## config.mk

```make
export PLATFORM = sky130hd
export DESIGN_NAME = fpadd_arbiter
export DESIGN_NICKNAME = d
export VERILOG_FILES = /design/src/rtl/fp_pkg.sv /design/src/rtl/rr_arbiter.sv /design/src/rtl/fpadd_arbiter.sv
export SDC_FILE = /design/constraint.sdc
export NUM_CORES = 1
export LEC_CHECK = 0
export BUFFER_PORTS_ARGS = -buffer_cell sky130_fd_sc_hd__buf_2
export CAP_MARGIN = 30
export CORE_AREA = 2 2 158 160
export DETAILED_ROUTE_END_ITERATION = 16
export DIE_AREA = 0 0 160 162
export MAX_ROUTING_LAYER = met4
export PLACE_DENSITY = 0.48
export SLEW_MARGIN = 15
export SYNTH_ARGS = -nofsm -noshare
export SYNTH_HDL_FRONTEND = slang
export SYNTH_HIERARCHICAL = 1
export SYNTH_SLANG_ARGS = --single-unit
```

## constraint.sdc

```tcl
create_clock -name clk -period 6.4 [get_ports clk]
set_input_delay 0.64 -clock clk [delete_from_list [all_inputs] [get_ports clk]]
set_output_delay 0.64 -clock clk [all_outputs]
set_load 0.01 [all_outputs]
```

## src/rtl/fp_pkg.sv

```systemverilog
// Shared fp32 types and overflow codes for units that front the fp32 adder.
package fp_pkg;

  typedef logic [31:0] fp32_t;

  localparam logic [1:0] OVF_NONE    = 2'b00;
  localparam logic [1:0] OVF_SPECIAL = 2'b11;  // NaN / Inf / denorm operand

endpackage

```

## src/rtl/rr_arbiter.sv

```systemverilog
// Combinational round-robin picker: first asserted request at or after ptr,
// wrapping circularly. Outputs a one-hot grant plus its encoded index.
module rr_arbiter #(
  parameter int N  = 4,
  parameter int IW = (N > 1) ? $clog2(N) : 1
) (
  input  logic [N-1:0]  req,
  input  logic [IW-1:0] ptr,
  output logic [N-1:0]  grant,
  output logic [IW-1:0] idx,
  output logic          any
);

  logic [IW-1:0] j;

  // Scan offsets from farthest to nearest so the nearest hit overwrites the rest.
  always_comb begin
    grant = '0;
    idx   = '0;
    any   = 1'b0;
    j     = '0;
    for (int k = N - 1; k >= 0; k--) begin
      j = IW'((int'(ptr) + k) % N);
      if (req[j]) begin
        grant    = '0;
        grant[j] = 1'b1;
        idx      = j;
        any      = 1'b1;
      end
    end
  end

endmodule

```

## src/rtl/fpadd_arbiter.sv

```systemverilog
// Shares one pipelined fp32 adder between NREQ requesters. Round-robin issue of
// one operand pair per cycle; a {valid,id} tag pipe that matches the adder
// latency routes each result back to the requester that issued it.
module fpadd_arbiter import fp_pkg::*; #(
  parameter  int NREQ    = 4,
  parameter  int ADD_LAT = 3,
  localparam int IDW     = (NREQ > 1) ? $clog2(NREQ) : 1
) (
  input  logic                 clk,
  input  logic                 rst,
  input  logic [NREQ-1:0]      req_valid,
  output logic [NREQ-1:0]      req_ready,
  input  logic [NREQ*32-1:0]   req_x,
  input  logic [NREQ*32-1:0]   req_y,
  output logic                 add_en,
  output fp32_t                add_x,
  output fp32_t                add_y,
  input  fp32_t                add_z,
  input  logic [1:0]           add_ovf,
  output logic                 resp_valid,
  output logic [IDW-1:0]       resp_id,
  output fp32_t                resp_z,
  output logic [1:0]           resp_ovf,
  output logic [NREQ-1:0]      busy,
  output logic [NREQ-1:0]      ovf_sticky,
  input  logic                 clr_status
);

  // Handshake: requester i transfers its operand pair in any cycle where
  // req_valid[i] & req_ready[i]. req_ready is one-hot or zero, only ever set for
  // a requester with no op in flight, and is held low while rst is asserted.
  // Operands need only be stable in that cycle. Results carry no backpressure.

  logic [NREQ-1:0]    eligible;
  logic [NREQ-1:0]    grant;
  logic [IDW-1:0]     gidx;
  logic               gany;
  logic [IDW-1:0]     ptr;
  logic [ADD_LAT-1:0] tag_vld;
  logic [IDW-1:0]     tag_id [ADD_LAT];
  logic               tail_vld;
  logic [IDW-1:0]     tail_id;
  logic [NREQ-1:0]    busy_n;
  logic [NREQ-1:0]    sticky_n;

  assign eligible  = req_valid & ~busy;
  assign req_ready = rst ? grant : '0;
  assign add_en    = rst & gany;
  assign tail_vld  = tag_vld[ADD_LAT-1];
  assign tail_id   = tag_id[ADD_LAT-1];

  rr_arbiter #(.N(NREQ), .IW(IDW)) u_rr (
    .req   (eligible),
    .ptr   (ptr),
    .grant (grant),
    .idx   (gidx),
    .any   (gany)
  );

  // Operand mux from the granted requester straight to the adder.
  always_comb begin
    add_x = '0;
    add_y = '0;
    for (int i = 0; i < NREQ; i++) begin
      if (req_ready[i]) begin
        add_x = req_x[32*i +: 32];
        add_y = req_y[32*i +: 32];
      end
    end
  end

  // Next busy/sticky: a returning op frees its owner, a new grant claims one;
  // a sticky set from the current response beats a simultaneous clear.
  always_comb begin
    busy_n = busy;
    if (tail_vld) busy_n[tail_id] = 1'b0;
    if (add_en)   busy_n[gidx]    = 1'b1;
    sticky_n = clr_status ? '0 : ovf_sticky;
    if (resp_valid && (resp_ovf != OVF_NONE)) sticky_n[resp_id] = 1'b1;
  end

  // Tag pipe aligned with the adder latency; reset drops every in-flight tag.
  always_ff @(posedge clk or negedge rst) begin
    if (!rst) begin
      tag_vld <= '0;
      for (int i = 0; i < ADD_LAT; i++) tag_id[i] <= '0;
    end else begin
      tag_vld[0] <= add_en;
      tag_id[0]  <= gidx;
      for (int i = 1; i < ADD_LAT; i++) begin
        tag_vld[i] <= tag_vld[i-1];
        tag_id[i]  <= tag_id[i-1];
      end
    end
  end

  // Pointer, per-requester status and the registered response.
  always_ff @(posedge clk or negedge rst) begin
    if (!rst) begin
      ptr        <= '0;
      busy       <= '0;
      ovf_sticky <= '0;
      resp_valid <= 1'b0;
      resp_id    <= '0;
      resp_z     <= '0;
      resp_ovf   <= '0;
    end else begin
      if (add_en) ptr <= (gidx == IDW'(NREQ - 1)) ? '0 : gidx + 1'b1;
      busy       <= busy_n;
      ovf_sticky <= sticky_n;
      resp_valid <= tail_vld;
      if (tail_vld) begin
        resp_id  <= tail_id;
        resp_z   <= add_z;
        resp_ovf <= add_ovf;
      end
    end
  end

endmodule

```

# Word level (Yosys, flattened, before mapping)
# Cells that the tools add are included.
[op_classes] add_sub_neg=4 magnitude_cmp=14 eq_ne=1 muxes=48 n_bitwise=7 reduce_logical=9
[op_table] cell="two-way mux 32 bit" n=8
[op_table] cell="two-way mux 4 bit" n=9
[op_table] cell="< comparator 2 x 3 -> 1 bit, second input constant" n=7
[op_table] cell="two-way mux 1 bit" n=15
[op_table] cell="demux 1 bit (select 2 bit)" n=7
[op_table] cell=">= comparator 2 x 1 -> 1 bit, second input constant" n=7
[op_table] cell="two-way mux 2 bit" n=5
[op_table] cell="AND 4 bit" n=2
[op_table] cell="binary-select mux 1 bit (select 2 bit)" n=4
[op_table] cell="logical AND 1 bit" n=8
[op_table] cell="NOT 4 bit" n=2
[op_table] cell="OR 4 bit" n=2
[op_table] cell="adder 2 x 1 -> 2 bit, second input constant" n=2
[op_table] cell="adder 2 bit, second input constant" n=2
[op_table] cell="== test 2 bit, second input constant" n=1
[op_table] cell="nonzero test 2 bit" n=1
[op_table] cell="AND 1 bit" n=1
[totals] ff_bits=56 input_bits=297

# Longest topological paths before layout
[logic_depth] ltp_word=14 depth_mapped=13 depth_no_buf=10

# Cells and area by module
# The synthesis kept the hierarchy.
[by_module_without_submodules] module="fpadd_arbiter" instances=1 cells_per_inst=489 area_each_um2=4560.6 seq_area_each_um2=1401.3
[by_module_without_submodules] module="rr_arbiter" instances=1 cells_per_inst=61 area_each_um2=509.2 seq_area_each_um2=0.0

# Worst setup path after synthesis
# No wires, ideal clock.
[synth_timing] path_kind="reg-to-output" from="register ptr[0]" to="output port add_x[15]" t_arrival_ns=2.868 required_time_ns=5.760 path_slack_ns=2.892 stages_incl_launch_ff=14 n_path_buf=4 path_cell_list="dfrtp_1 buf_6 inv_1 ha_1 buf_2 or3b_2 nand3_1 nand4_1 a31oi_1 buf_6 buf_6 and2b_1 a221oi_2 o21ai_1"
[synth_rtl] item="start, declared" line_no="fpadd_arbiter.sv:38" text="logic [IDW-1:0] ptr;"
[synth_rtl] item="start signal, assigned" line_no="fpadd_arbiter.sv:108" text="if (add_en) ptr <= (gidx == IDW'(NREQ - 1)) ? '0 : gidx + 1'b1;"
[synth_rtl] item="adder 2 bit" line_no="rr_arbiter.sv:23" text="j = IW'((int'(ptr) + k) % N);"
[synth_rtl] item="< comparator 2 x 3 -> 1 bit (not written as such) / >= comparator 2 x 1 -> 1 bit (equally long branches)" line_no="rr_arbiter.sv:26" text="grant[j] = 1'b1;"
[synth_rtl] item="logical AND 1 bit (not written as such)" line_no="rr_arbiter.sv:26"
[synth_rtl] item="two-way mux 1 bit (not written as such)" line_no="rr_arbiter.sv:26"
[synth_rtl] item="demux 1 bit (select 2 bit)"
[synth_rtl] item="two-way mux 4 bit (3 in a row)" line_no="rr_arbiter.sv:24" text="if (req[j]) begin"
[synth_rtl] item="two-way mux 4 bit (*)" line_no="rr_arbiter.sv:24"
[synth_rtl] item="via grant[1]" line_no="fpadd_arbiter.sv:35" text="logic [NREQ-1:0] grant;"
[synth_rtl] item="two-way mux 4 bit (*)" line_no="fpadd_arbiter.sv:47" text="assign req_ready = rst ? grant : '0;"
[synth_rtl] item="two-way mux 32 bit (*) (3 in a row)" line_no="fpadd_arbiter.sv:65" text="if (req_ready[i]) begin"
[synth_rtl] item="end, declared" line_no="fpadd_arbiter.sv:16" text="output fp32_t add_x,"
# Mark *: on every way through the listed nets, which the timed path passes. The rest lies on a longest branch. The select of a mux whose other input is x is not followed.

# Worst setup path in the final report
[layout_timing] from="register ptr[0]" to="output port add_x[31]"
[layout_rtl] item="adder 2 bit" line_no="rr_arbiter.sv:23"
[layout_rtl] item="< comparator 2 x 3 -> 1 bit (not written as such) / >= comparator 2 x 1 -> 1 bit (equally long branches)" line_no="rr_arbiter.sv:26"
[layout_rtl] item="logical AND 1 bit (not written as such)" line_no="rr_arbiter.sv:26"
[layout_rtl] item="two-way mux 1 bit (not written as such)" line_no="rr_arbiter.sv:26"
[layout_rtl] item="demux 1 bit (select 2 bit)"
[layout_rtl] item="two-way mux 4 bit (3 in a row)" line_no="rr_arbiter.sv:24"
[layout_rtl] item="two-way mux 4 bit (*)" line_no="rr_arbiter.sv:24"
[layout_rtl] item="via grant[3]" line_no="fpadd_arbiter.sv:35"
[layout_rtl] item="two-way mux 4 bit (*)" line_no="fpadd_arbiter.sv:47"
[layout_rtl] item="two-way mux 32 bit (*)" line_no="fpadd_arbiter.sv:65"
# Marks and branches as above.

==> flow_summary.yaml <==
floorplan:
  core_area_sq_um: 24100
  start_util: 0.210
  num_rows: 57
  die_h_um: 162
  die_area_sq_um: 25900
  pin_count: 411
  die_w_um: 160
final_layout:
  area_delta_synth_final_pct: 47.3
  final_core_util: 0.310
  nets: 1233
  final_cells: 1249
  multi_input_area_sq_um: 3280
  final_cell_mix: "409 x buf_2, 73 x o21ai_0, 60 x o21ai_1"
  final_common_cell: "buf_2"
  drive_gt1_frac: 0.588
  register_area_sq_um: 1400
  antenna_cells: 0
  nFillCells: 2655
power_and_ir_drop:
  irDropWorstVdd_uv: 449
  p_per_area_nw_per_um2: 688
  power.leakage_nw: 3.53
  power_w: 0.00514
detailed_routing:
  detailroute.via_count: 5830
  drc: 0
  routedWlPerCell_um: 17.1
  drt-total-wl_mm: 21.4
  drt-pass1-iter-count: 5
  drtAntennaViolNets: 0
  vias_per_cell: 4.67
  drt_iter0_markers: 453
worst_setup_path:
  cp.buffers_inverters: 3
  critical-path-max-stage-delay_ns: 0.78
  reg2reg_depth: 8
  crit_family: "compound AO/OA/AOI/OAI gates"
  crit_top_cell: "o21ai_0"
  r2r_start: "ptr[0]"
  crit_type: "reg2out"
  cp.arrival_ns: 4.49
  critical_path.cell_chain: "inv_1, ha_1, mux4_2, a22oi_1, a31oi_2, buf_4, and2b_2, o21ai_0, o21ai_0, buf_2"
  r2r_setup_slack_ns: 3.13
  worst_setup_path_start_kind: "flip-flop"
  reg2reg_to: "ptr[1]"
  crit_path_top_delay_cell: "and2b_2"
  worstPathRequired_ns: 5.76
  worstSetupEndpointType: "output pin"
  worst-path-max-fanout: 46
clocking:
  clock-sinks: 56
  h-tree-depth: 2
  postCtsSetupRepairBufs: 0
  cts_buffers: 5
  post_cts_resized: 0
  holdBufCountCts: 0
  clock_latency_ns: 0.29
  clkTransAtPathRegs_ns: 0.07
  clock_path_buffers: 2
  cts_tree: "done"
  root_buffer: "clkbuf_16"
synthesis:
  synth_nets: 859
  ys_types: 43
  synthFlopType: "dfrtp_1"
  synth_area_sq_um: 5070
  synth_edf_count: 0
  synth-seq-cells: 56
  syn_area_per_cell_sq_um: 9.22
  postSynthCellCount: 550
  ys_async_sr_fraction: 1.00
  seq_area_frac_synth: 0.276
  yosysWarnings: 6
timing:
  finalSetupViolCount: 0
  tightest_slew_ns: 0.831
  fin_setup_tns_ns: 0
  rsz0062_at_grt: "false"
  timing_hold_violations_final: 0
  worst_clock_skew_ns: 0.00914
  fin_crit_sh: 0.802
  fmax_mhz: 195
  slew_violations: 0
  finalCriticalPeriod_ns: 5.13
  maxSlewHeadroom: 0.446
global_route:
  globalRouteOverflowTotal: 0
  grt_max_degree: 56
  grt_antenna_before_repair: 1
  grt_pass1_wl_mm: 31.9
  grt_pass1_vias: 5543
  track_usage: 0.156
flow_run:
  max_cap_violations: 0
min_path:
  worstHoldPathType: "in2async"
placed_design:
  dp_hpwl_mm: 16.9
  place_inst: 1240
  io_buffer_count: 410
  gp_congestion: 0.974
outcome:
  status: "finished, final reports clean"
==> cells by family (layout without fill, tap and decap cells) <==
kind of cell | after synthesis | count (layout) | share of synthesized area
fa+ha+maj | 12 | 12 | 0.0296
compound gates | 219 | 219 | 0.346
simple gates | 152 | 152 | 0.159
buf+inv | 68 | 443 | 0.0864
mux | 43 | 43 | 0.103
flops | 56 | 56 | 0.276
==> area by class of cell <==
class | instances | share of cell area
flip-flops and latches | 56 | 0.188
inverters | 10 | 0.00503
multi-input cells | 426 | 0.440
repair buffers | 425 | 0.294
clock inverters | 1 | 0.00117
clock buffers | 7 | 0.0178
well taps | 324 | 0.0543
==> Yosys cell counts (all sizes together), types with 5 or more instances <==
| cell type | instances | area, sq um |
|---|---|---|
| nand2 | 51 | 191 |
| buf | 48 | 363 |
| ha | 12 | 150 |
| a221oi | 64 | 930 |
| and2 | 5 | 31.3 |
| nor2 | 9 | 33.8 |
| nor2b | 49 | 322 |
| dfrtp | 56 | 1400 |
| nand3 | 23 | 115 |
| clkbuf | 10 | 37.5 |
| mux2 | 39 | 443 |
| inv | 10 | 37.5 |
| o21ai | 133 | 666 |
==> how the worst max path moves through the flow <==
stage           start   endpoint  cells after the start
5_1_grt        ptr[0]  add_x[31]                     10
2_1_floorplan  ptr[0]  add_x[15]                     13
4_1_cts        ptr[0]  add_x[31]                     10
6_report       ptr[0]  add_x[31]                     10
3_3_place_gp   ptr[0]  add_x[31]                     10
3_5_place_dp   ptr[0]  add_x[31]                     10
==> stage by stage <==
stage               setup slack [ns]  cell area [sq um]  hold slack [ns]
finish                          1.27               7470            0.253
global route                   0.926               7470            0.250
CTS                             1.30               7440            0.250
detailed placement              1.61               7300            0.337
global placement                1.56               7300            0.332
floorplan                       2.89               5070            0.331
==> state kept, by name, summed over array words and instances, names as in the netlist <==
register	count
ovf_sticky	4
resp_z	32
tag_id	4
ptr	2
resp_ovf	2
tag_vld	3
busy	4
tail_id	2
resp_id	2
resp_valid	1
==> per-layer routing <==
layer  track usage  routed length [um]  share of wire
met2         0.266               10500           0.49
met5             -                   0              0
met4        0.0229                 345          0.016
met1         0.201                9120           0.43
met3        0.0245                1350          0.063
==> report_power, final <==
group / total (W) / leakage (nW) / internal [W] / switching, W
sequential: 0.000606 / 0.669 / 0.000502 / 0.000104
combinational: 0.00427 / 2.80 / 0.00168 / 0.00259
clock: 0.000266 / 0.0681 / 0.000146 / 0.000120
==> worst reg2reg max path: stages (launching register included) <==
cell     delay [ns]
dfrtp_1        0.71
inv_1          0.24
ha_1           0.48
nor2b_1        0.20
o211a_1        0.25
nor3_1         0.56
inv_1          0.15
ha_1           0.31
mux2_2         0.26
Note: power is estimated with default switching activity, not from simulation.
